===== config.mk =====
export PLATFORM = sky130hd
export DESIGN_NAME = serial_addr_arbiter
export DESIGN_NICKNAME = d
export VERILOG_FILES = /design/src/rtl/serial_addr_arbiter.sv
export SDC_FILE = /design/constraint.sdc
export NUM_CORES = 1
export LEC_CHECK = 0
export BUFFER_PORTS_ARGS = -buffer_cell sky130_fd_sc_hd__buf_4
export CAP_MARGIN = 20
export CORE_MARGIN = 5
export CORE_UTILIZATION = 49
export DETAILED_ROUTE_END_ITERATION = 7
export HOLD_SLACK_MARGIN = 0.06
export PLACE_DENSITY = 0.73
export SYNTH_ARGS = -nofsm -noshare
export SYNTH_HDL_FRONTEND = slang
export SYNTH_SLANG_ARGS = --single-unit
export TNS_END_PERCENT = 10

===== constraint.sdc =====
create_clock -name clk -period 2.2 [get_ports clk]
set_clock_uncertainty 0.05 [all_clocks]
set_input_delay 0.33 -clock clk [delete_from_list [all_inputs] [get_ports clk]]
set_output_delay 0.33 -clock clk [all_outputs]
set_load 0.02 [all_outputs]

===== src/rtl/serial_addr_arbiter.sv =====
// Round-robin arbiter sharing one serial address link (data + valid/ready) among 2..4 masters.
// Optional grant-to-first-beat watchdog enabled by defining ARB_TIMEOUT_EN.
module serial_addr_arbiter #(
  parameter int NUM_MASTERS = 2,
  parameter int ADDR_WIDTH  = 12
`ifdef ARB_TIMEOUT_EN
  ,
  parameter int TIMEOUT_CYCLES = 16
`endif
) (
  input  logic                   clk,
  input  logic                   reset,
  input  logic [NUM_MASTERS-1:0] req,
  output logic [NUM_MASTERS-1:0] grant,
  input  logic [NUM_MASTERS-1:0] m_valid,
  input  logic [NUM_MASTERS-1:0] m_data,
  output logic [NUM_MASTERS-1:0] m_ready,
  output logic                   s_valid,
  output logic                   s_data,
  input  logic                   s_ready,
  output logic                   busy,
  output logic [1:0]             owner,
  output logic                   timeout
);

  localparam int              CW        = $clog2(ADDR_WIDTH + 1);
  localparam logic [CW-1:0]   LAST_BEAT = CW'(ADDR_WIDTH - 1);
  localparam logic [1:0]      PTR_RESET = 2'(NUM_MASTERS - 1);

  typedef enum logic [1:0] {
    IDLE,
    GRANT,
    XFER,
    RELEASE
  } state_t;

  state_t        state, state_next;
  logic [1:0]    owner_q, owner_next;
  logic [1:0]    ptr_q, ptr_next;
  logic [CW-1:0] beat_cnt, beat_cnt_next;

  logic          rr_found;
  logic [1:0]    rr_winner;
  int            rr_best;
  int            rr_dist;

  logic          own_valid;
  logic          own_data;
  logic          own_req;
  logic          beat;

`ifdef ARB_TIMEOUT_EN
  localparam int            WW        = $clog2(TIMEOUT_CYCLES + 1);
  localparam logic [WW-1:0] WAIT_LAST = WW'(TIMEOUT_CYCLES - 1);

  logic [WW-1:0] wait_cnt, wait_cnt_next;
  logic          timeout_q, timeout_next;
`endif

  // Select the owner's signals with constant indices so out-of-range owners read as zero.
  always_comb begin
    own_valid = 1'b0;
    own_data  = 1'b0;
    own_req   = 1'b0;
    for (int j = 0; j < NUM_MASTERS; j++) begin
      if (owner_q == 2'(j)) begin
        own_valid = m_valid[j];
        own_data  = m_data[j];
        own_req   = req[j];
      end
    end
  end

  assign busy    = (state == GRANT) || (state == XFER);
  assign s_valid = busy & own_valid;
  assign s_data  = busy & own_data;
  assign beat    = s_valid & s_ready;
  assign owner   = owner_q;

  always_comb begin
    grant   = '0;
    m_ready = '0;
    for (int j = 0; j < NUM_MASTERS; j++) begin
      grant[j]   = busy && (owner_q == 2'(j));
      m_ready[j] = busy && (owner_q == 2'(j)) && s_ready;
    end
  end

  // Winner is the requester with the smallest distance past the pointer.
  always_comb begin
    rr_found  = 1'b0;
    rr_winner = ptr_q;
    rr_best   = NUM_MASTERS;
    rr_dist   = 0;
    for (int j = 0; j < NUM_MASTERS; j++) begin
      rr_dist = (j + 2 * NUM_MASTERS - int'(ptr_q) - 1) % NUM_MASTERS;
      if (req[j] && (rr_dist < rr_best)) begin
        rr_best   = rr_dist;
        rr_winner = 2'(j);
        rr_found  = 1'b1;
      end
    end
  end

  always_comb begin
    state_next    = state;
    owner_next    = owner_q;
    ptr_next      = ptr_q;
    beat_cnt_next = beat_cnt;
`ifdef ARB_TIMEOUT_EN
    wait_cnt_next = wait_cnt;
    timeout_next  = 1'b0;
`endif
    case (state)
      IDLE: begin
        if (rr_found) begin
          state_next = GRANT;
          owner_next = rr_winner;
          ptr_next   = rr_winner;
        end
      end
      GRANT: begin
        if (beat) begin
          if (beat_cnt == LAST_BEAT) begin
            state_next    = RELEASE;
            beat_cnt_next = '0;
          end else begin
            state_next    = XFER;
            beat_cnt_next = beat_cnt + 1'b1;
          end
        end else if (!own_req) begin
          state_next = RELEASE;
`ifdef ARB_TIMEOUT_EN
        end else if (wait_cnt == WAIT_LAST) begin
          state_next   = RELEASE;
          timeout_next = 1'b1;
        end else begin
          wait_cnt_next = wait_cnt + 1'b1;
`endif
        end
      end
      // Requests are ignored here: once started, a word always completes.
      XFER: begin
        if (beat) begin
          if (beat_cnt == LAST_BEAT) begin
            state_next    = RELEASE;
            beat_cnt_next = '0;
          end else begin
            beat_cnt_next = beat_cnt + 1'b1;
          end
        end
      end
      RELEASE: begin
        state_next = IDLE;
      end
      default: begin
        state_next = IDLE;
      end
    endcase
`ifdef ARB_TIMEOUT_EN
    if (state_next != GRANT) begin
      wait_cnt_next = '0;
    end
`endif
  end

  always_ff @(posedge clk) begin
    if (reset) begin
      state    <= IDLE;
      owner_q  <= 2'd0;
      ptr_q    <= PTR_RESET;
      beat_cnt <= '0;
    end else begin
      state    <= state_next;
      owner_q  <= owner_next;
      ptr_q    <= ptr_next;
      beat_cnt <= beat_cnt_next;
    end
  end

`ifdef ARB_TIMEOUT_EN
  // Revocation leaves the pointer on the revoked master so it drops to lowest priority.
  always_ff @(posedge clk) begin
    if (reset) begin
      wait_cnt  <= '0;
      timeout_q <= 1'b0;
    end else begin
      wait_cnt  <= wait_cnt_next;
      timeout_q <= timeout_next;
    end
  end

  assign timeout = timeout_q;
`else
  assign timeout = 1'b0;
`endif

endmodule


== Yosys cells after proc, flatten, opt, wreduce, memory -nomap -nowiden ==
Index checks and enable logic that the tools add are counted.
Widths: inputs -> output; s select.

* Div/mod/pow operators: 0
* Reduce and logical (&&, ||, !) cells: 13
* Order comparisons: 2
* Add/sub/neg operators: 5
* Eq/ne operators: 9
* Multiply operators: 0
* Bitwise operators: 5
* Muxes and demuxes: 19
* Shifts and indexed selects: 0

{| class="wikitable"
|+ Operators by type and width
! cell !! count
|-
| $lt 2x32->1 || 1
|-
| $mux 32 || 1
|-
| $mux 2 || 7
|-
| $sub 4x2->5 const B || 2
|-
| $mux 1 || 9
|-
| $pmux 2 s4 || 1
|-
| $sub 3x2->4 const A || 2
|-
| $logic_and 1x1->1 || 6
|-
| $and 1x1->1 || 5
|-
| $add 4x1->4 const B || 1
|-
| $eq 2x1->1 const B || 2
|-
| $eq 2x2->1 const B || 2
|-
| $eq 4x4->1 const B || 1
|-
| $logic_not 2->1 || 2
|-
| $mux 4 || 1
|-
| $ne 2x2->1 const B || 2
|-
| $reduce_and 2->1 || 2
|-
| $reduce_and 4->1 || 1
|-
| $lt 2x3->1 const B || 1
|-
| $ne 3x3->1 const B || 1
|-
| $ne 2x1->1 const B || 1
|-
| $reduce_or 2->1 || 1
|-
| $logic_or 1x1->1 || 1
|}

* RAM bits: 0
* Output and inout port bits: 10
* Latch bits: 0
* Word-level logic and storage cells: 57
* Memories kept: 0
* Input bits: 9
* Bits in read-only memories: 0
* Register bits: 10

== Depth between registers and ports, before layout ==
* Depth in word-level cells: 11
* Depth in mapped cells: 6
* Depth with buffers taken out: 6

== Worst setup path after synthesis ==
Ideal clock, no wire load.

* Kind: register to output
* From: reg state[0]
* To: out m_ready[0]
* Slack: 0.361 ns
* Path buffers: 0
* Cell stages (with the launch flop): 5
* Data required time: 1.820 ns
* Arrival time: 1.459 ns
* Path through: dfxtp_1 inv_1 ha_1 nand2_1 nor2_1

* Word-level cells in the longest chain between the ends: 4
* Elaborated cells between the ends (all ways): 5
* Classes of those cells: eq/ne: 2; reduce/logical: 3

{| class="wikitable"
|+ RTL lines
! what !! RTL line !! source
|-
| start: declaration || 37 || <nowiki>state_t state, state_next;</nowiki>
|-
| start signal: assignment || 174 || <nowiki>state <= state_next;</nowiki>
|-
| $eq 2x1->1 or $eq 2x2->1 (tied branches) || 74 || <nowiki>assign busy = (state == GRANT) || (state == XFER);</nowiki>
|-
| $logic_or 1x1->1 * || 74 ||
|-
| via busy || 21 || <nowiki>output logic busy,</nowiki>
|-
| $logic_and 1x1->1 * (2 in series) || 85 || <nowiki>m_ready[j] = busy && (owner_q == 2'(j)) && s_ready;</nowiki>
|-
| end: declaration || 17 || <nowiki>output logic [NUM_MASTERS-1:0] m_ready,</nowiki>
|}

Mark *: on every way through the listed nets, which the timed path passes. The rest lies on a longest branch.

== Worst setup path after layout ==
* From: reg state[0]
* To: out m_ready[0]

* Word-level cells in the longest chain between the ends: 4
* Elaborated cells between the ends (all ways): 5
* Classes of those cells: eq/ne: 2; reduce/logical: 3

{| class="wikitable"
|+ RTL lines
! what !! RTL line
|-
| $eq 2x1->1 or $eq 2x2->1 (tied branches) || 74
|-
| $logic_or 1x1->1 * || 74
|-
| $logic_and 1x1->1 * (2 in series) || 85
|}

Every way passes the cells marked *; elsewhere a longest branch is shown, timed or not.

==> results.sh <==
export IMPL_worstSkewPairLatency_ns=0.25
export IMPL_cap_violations=0
export IMPL_period_share_pct=88.14
export IMPL_wl_mm=1.283
export IMPL_period_needed_ns=1.939
export IMPL_r2r_setup_slack_ns=0.42
export IMPL_maxSlewViolCount=0
export IMPL_yosysWarningCount=0
export IMPL_clk_path_buf_depth=2
export IMPL_status="finished clean"
export IMPL_reg2reg_to="state[1]"
export IMPL_syn_area_um2=671.9
export IMPL_ys_ff_latch=8
export IMPL_yosysSeqAreaShare_pct=23.84
export IMPL_viasPerCell=5.264
export IMPL_yosysUniqueCellTypes=34
export IMPL_cp_arrival_ns=1.56
export IMPL_fp_dieH_um=47.03
export IMPL_dr_pass1_iters=4
export IMPL_clk_pin_slew_ns=0.06
export IMPL_crit_type="reg2out"
export IMPL_row_count=13
export IMPL_synth_edf_count=0
export IMPL_critPathMaxFanout=8
export IMPL_place_hpwl_mm=1.058
export IMPL_cts_root_buf="clkbuf_4"
export IMPL_coreArea_um2=1301
export IMPL_async_flop_share_pct=0
export IMPL_rr_startpoint="state[0]"
export IMPL_overflow=0
export IMPL_synthTopCellsByArea="dfxtp_1 24%, ha_1 13%, mux2i_1 4.5%"
export IMPL_cp_end_kind="primary output"
export IMPL_areaGrowthSynthToFinish_pct=21.97
export IMPL_finalHoldViolations=0
export IMPL_htreeDepth=1
export IMPL_die_width_um=47.03
export IMPL_finalWorstSetupSlack_ns=0.2609
export IMPL_drive_gt1_share_pct=32.63
export IMPL_drc=0
export IMPL_syn_inst=77
export IMPL_antenna_found_initial=0
export IMPL_max_freq_mhz=515.7
export IMPL_start_util_pct=51.63
export IMPL_ant_nets=0
export IMPL_wl_per_cell_um=11.66
export IMPL_netlist_top_cells_count="8 x dfxtp_1, 7 x ha_1, 7 x nand2_1"
export IMPL_cp_required_ns=1.82
export IMPL_reg2reg_depth=6
export IMPL_critPathLaunchType="register"
export IMPL_dr_first_iter_drc_count=5
export IMPL_pre_cts_slack_ns=0.3760
export IMPL_finalSetupViolCount=0
export IMPL_pin_count=19
export IMPL_synth_top_cell_area_share_pct=23.84
export IMPL_p_per_area_nw_per_um2=858.1
export IMPL_grt_pass1_vias=525
export IMPL_vdd_drop_max_v=0.0004724
export IMPL_rsz0062_at_grt="false"
export IMPL_grt_util_all_layers_pct=13.76
export IMPL_hold_path_class="in2reg"
export IMPL_cts_tree="built"
export IMPL_worstHoldEndpoint="beat_cnt[1]"
export IMPL_grt_max_degree=11
export IMPL_min_path_cells=2
export IMPL_grt_pass1_wl_mm=2.159
export IMPL_clock_sinks=8
export IMPL_antenna_cells=0
export IMPL_dieArea_um2=2212
export IMPL_via_count=579
export IMPL_total_leakage_power_nw=0.3633
export IMPL_synth_ff_type="dfxtp_1"
export IMPL_min_delay_start="reset"
export IMPL_io_buffers=16
export IMPL_cts_buffers=3
export IMPL_postCtsHoldBufs=0
export IMPL_synth_most_common_cell="dfxtp_1"
export IMPL_synth_avg_cell_area_um2=8.726
export IMPL_final_nets=113
export IMPL_gp_congestion=0.7313
export IMPL_yosysTopAreaCell="dfxtp_1"
export IMPL_finalSetupTns_ns=0
-- metal layers --
metal	track usage [%]	part of all wire, %
met2	21.41	43
met5	0	0
met3	8.429	13
met1	16.78	44
met4	1.657	0
-- final cells by class --
| class | count | area, um2 |
|---|---|---|
| clock buffers | 3 | 22.52 |
| fillers | 129 | 481.7 |
| inverters | 4 | 15.01 |
| multi-input cells | 63 | 475.5 |
| flip-flops and latches | 8 | 160.2 |
| well taps | 15 | 18.77 |
| repair buffers | 17 | 127.6 |
-- cell usage in the layout (no fill, tap or decap), drive strengths merged, types with 2 or more instances in the layout --
cell    Yosys  final
inv         4      4
nand2b      4      4
nand2       7      7
o211ai      2      2
mux2i       4      4
o21ai       2      2
conb        2      5
a21oi       5      5
dfxtp       8      8
nand3b      3      3
buf         3     17
nand3       2      2
and2b       2      2
ha          7      7
clkbuf      2      3
nor2        5      5
nor2b       3      3
-- sequential cells by signal, indices dropped and copies added, names as in the netlist --
name,cells
beat_cnt,4
owner,1
ptr_q,1
state,2
-- power by group --
group,leakage (nW),internal [W],switching [W]
Sequential,0.0653,0.000170,0.0000235
Clock,0.0138,0.0000625,0.0000502
Combinational,0.284,0.000180,0.000217
-- worst max-delay path, cell delays in order (launching register included) --
cell and delay (ns):
dfxtp_1 0.39, inv_1 0.11, ha_1 0.40, nand2_2 0.14
nor2_1 0.11, buf_4 0.15
-- worst max-delay path by stage --
stage	slack, ns	cells after the start	endpoint	from
finish	0.26	5	m_ready[0]	state[0]
floorplan	0.36	4	m_ready[0]	state[0]
CTS	0.17	5	m_ready[0]	state[0]
global route	0.07	5	m_ready[0]	state[0]
detailed placement	0.38	6	state[1]	state[0]
global placement	0.42	6	state[0]	state[0]
-- timing repair --
| action | CTS | global route |
|---|---|---|
| buffers inserted | 0 | 0 |
| gates resized for setup | 0 | 1 |
| endpoints found under the setup margin | 0 | 1 |
-- per-stage QoR --
stage | cell area (um2) | total power [W] | hold slack, ns | cells | util, %
floorplan | 683.2 | 0.0004753 | 0.3787 | 80 | -
global placement | 794.5 | 0.0005888 | 0.3919 | 107 | 61.06
detailed placement | 794.5 | 0.0005920 | 0.4056 | 107 | 61.06
CTS | 817.0 | 0.0007097 | 0.2552 | 110 | 62.79
global route | 819.5 | 0.0007657 | 0.2667 | 110 | 62.98
finish | 819.5 | 0.0007032 | 0.2583 | 110 | 62.98
-- logic make-up after synthesis --
logic type | count (synthesis) | synth area share, %
mux | 5 | 9.497
other cells | 2 | 1.118
flops | 8 | 23.84
simple gates | 30 | 25.70
buf+inv | 9 | 7.446
fa+ha+maj | 7 | 13.03
compound gates | 16 | 19.37
Power figures use the tool's default switching activity.
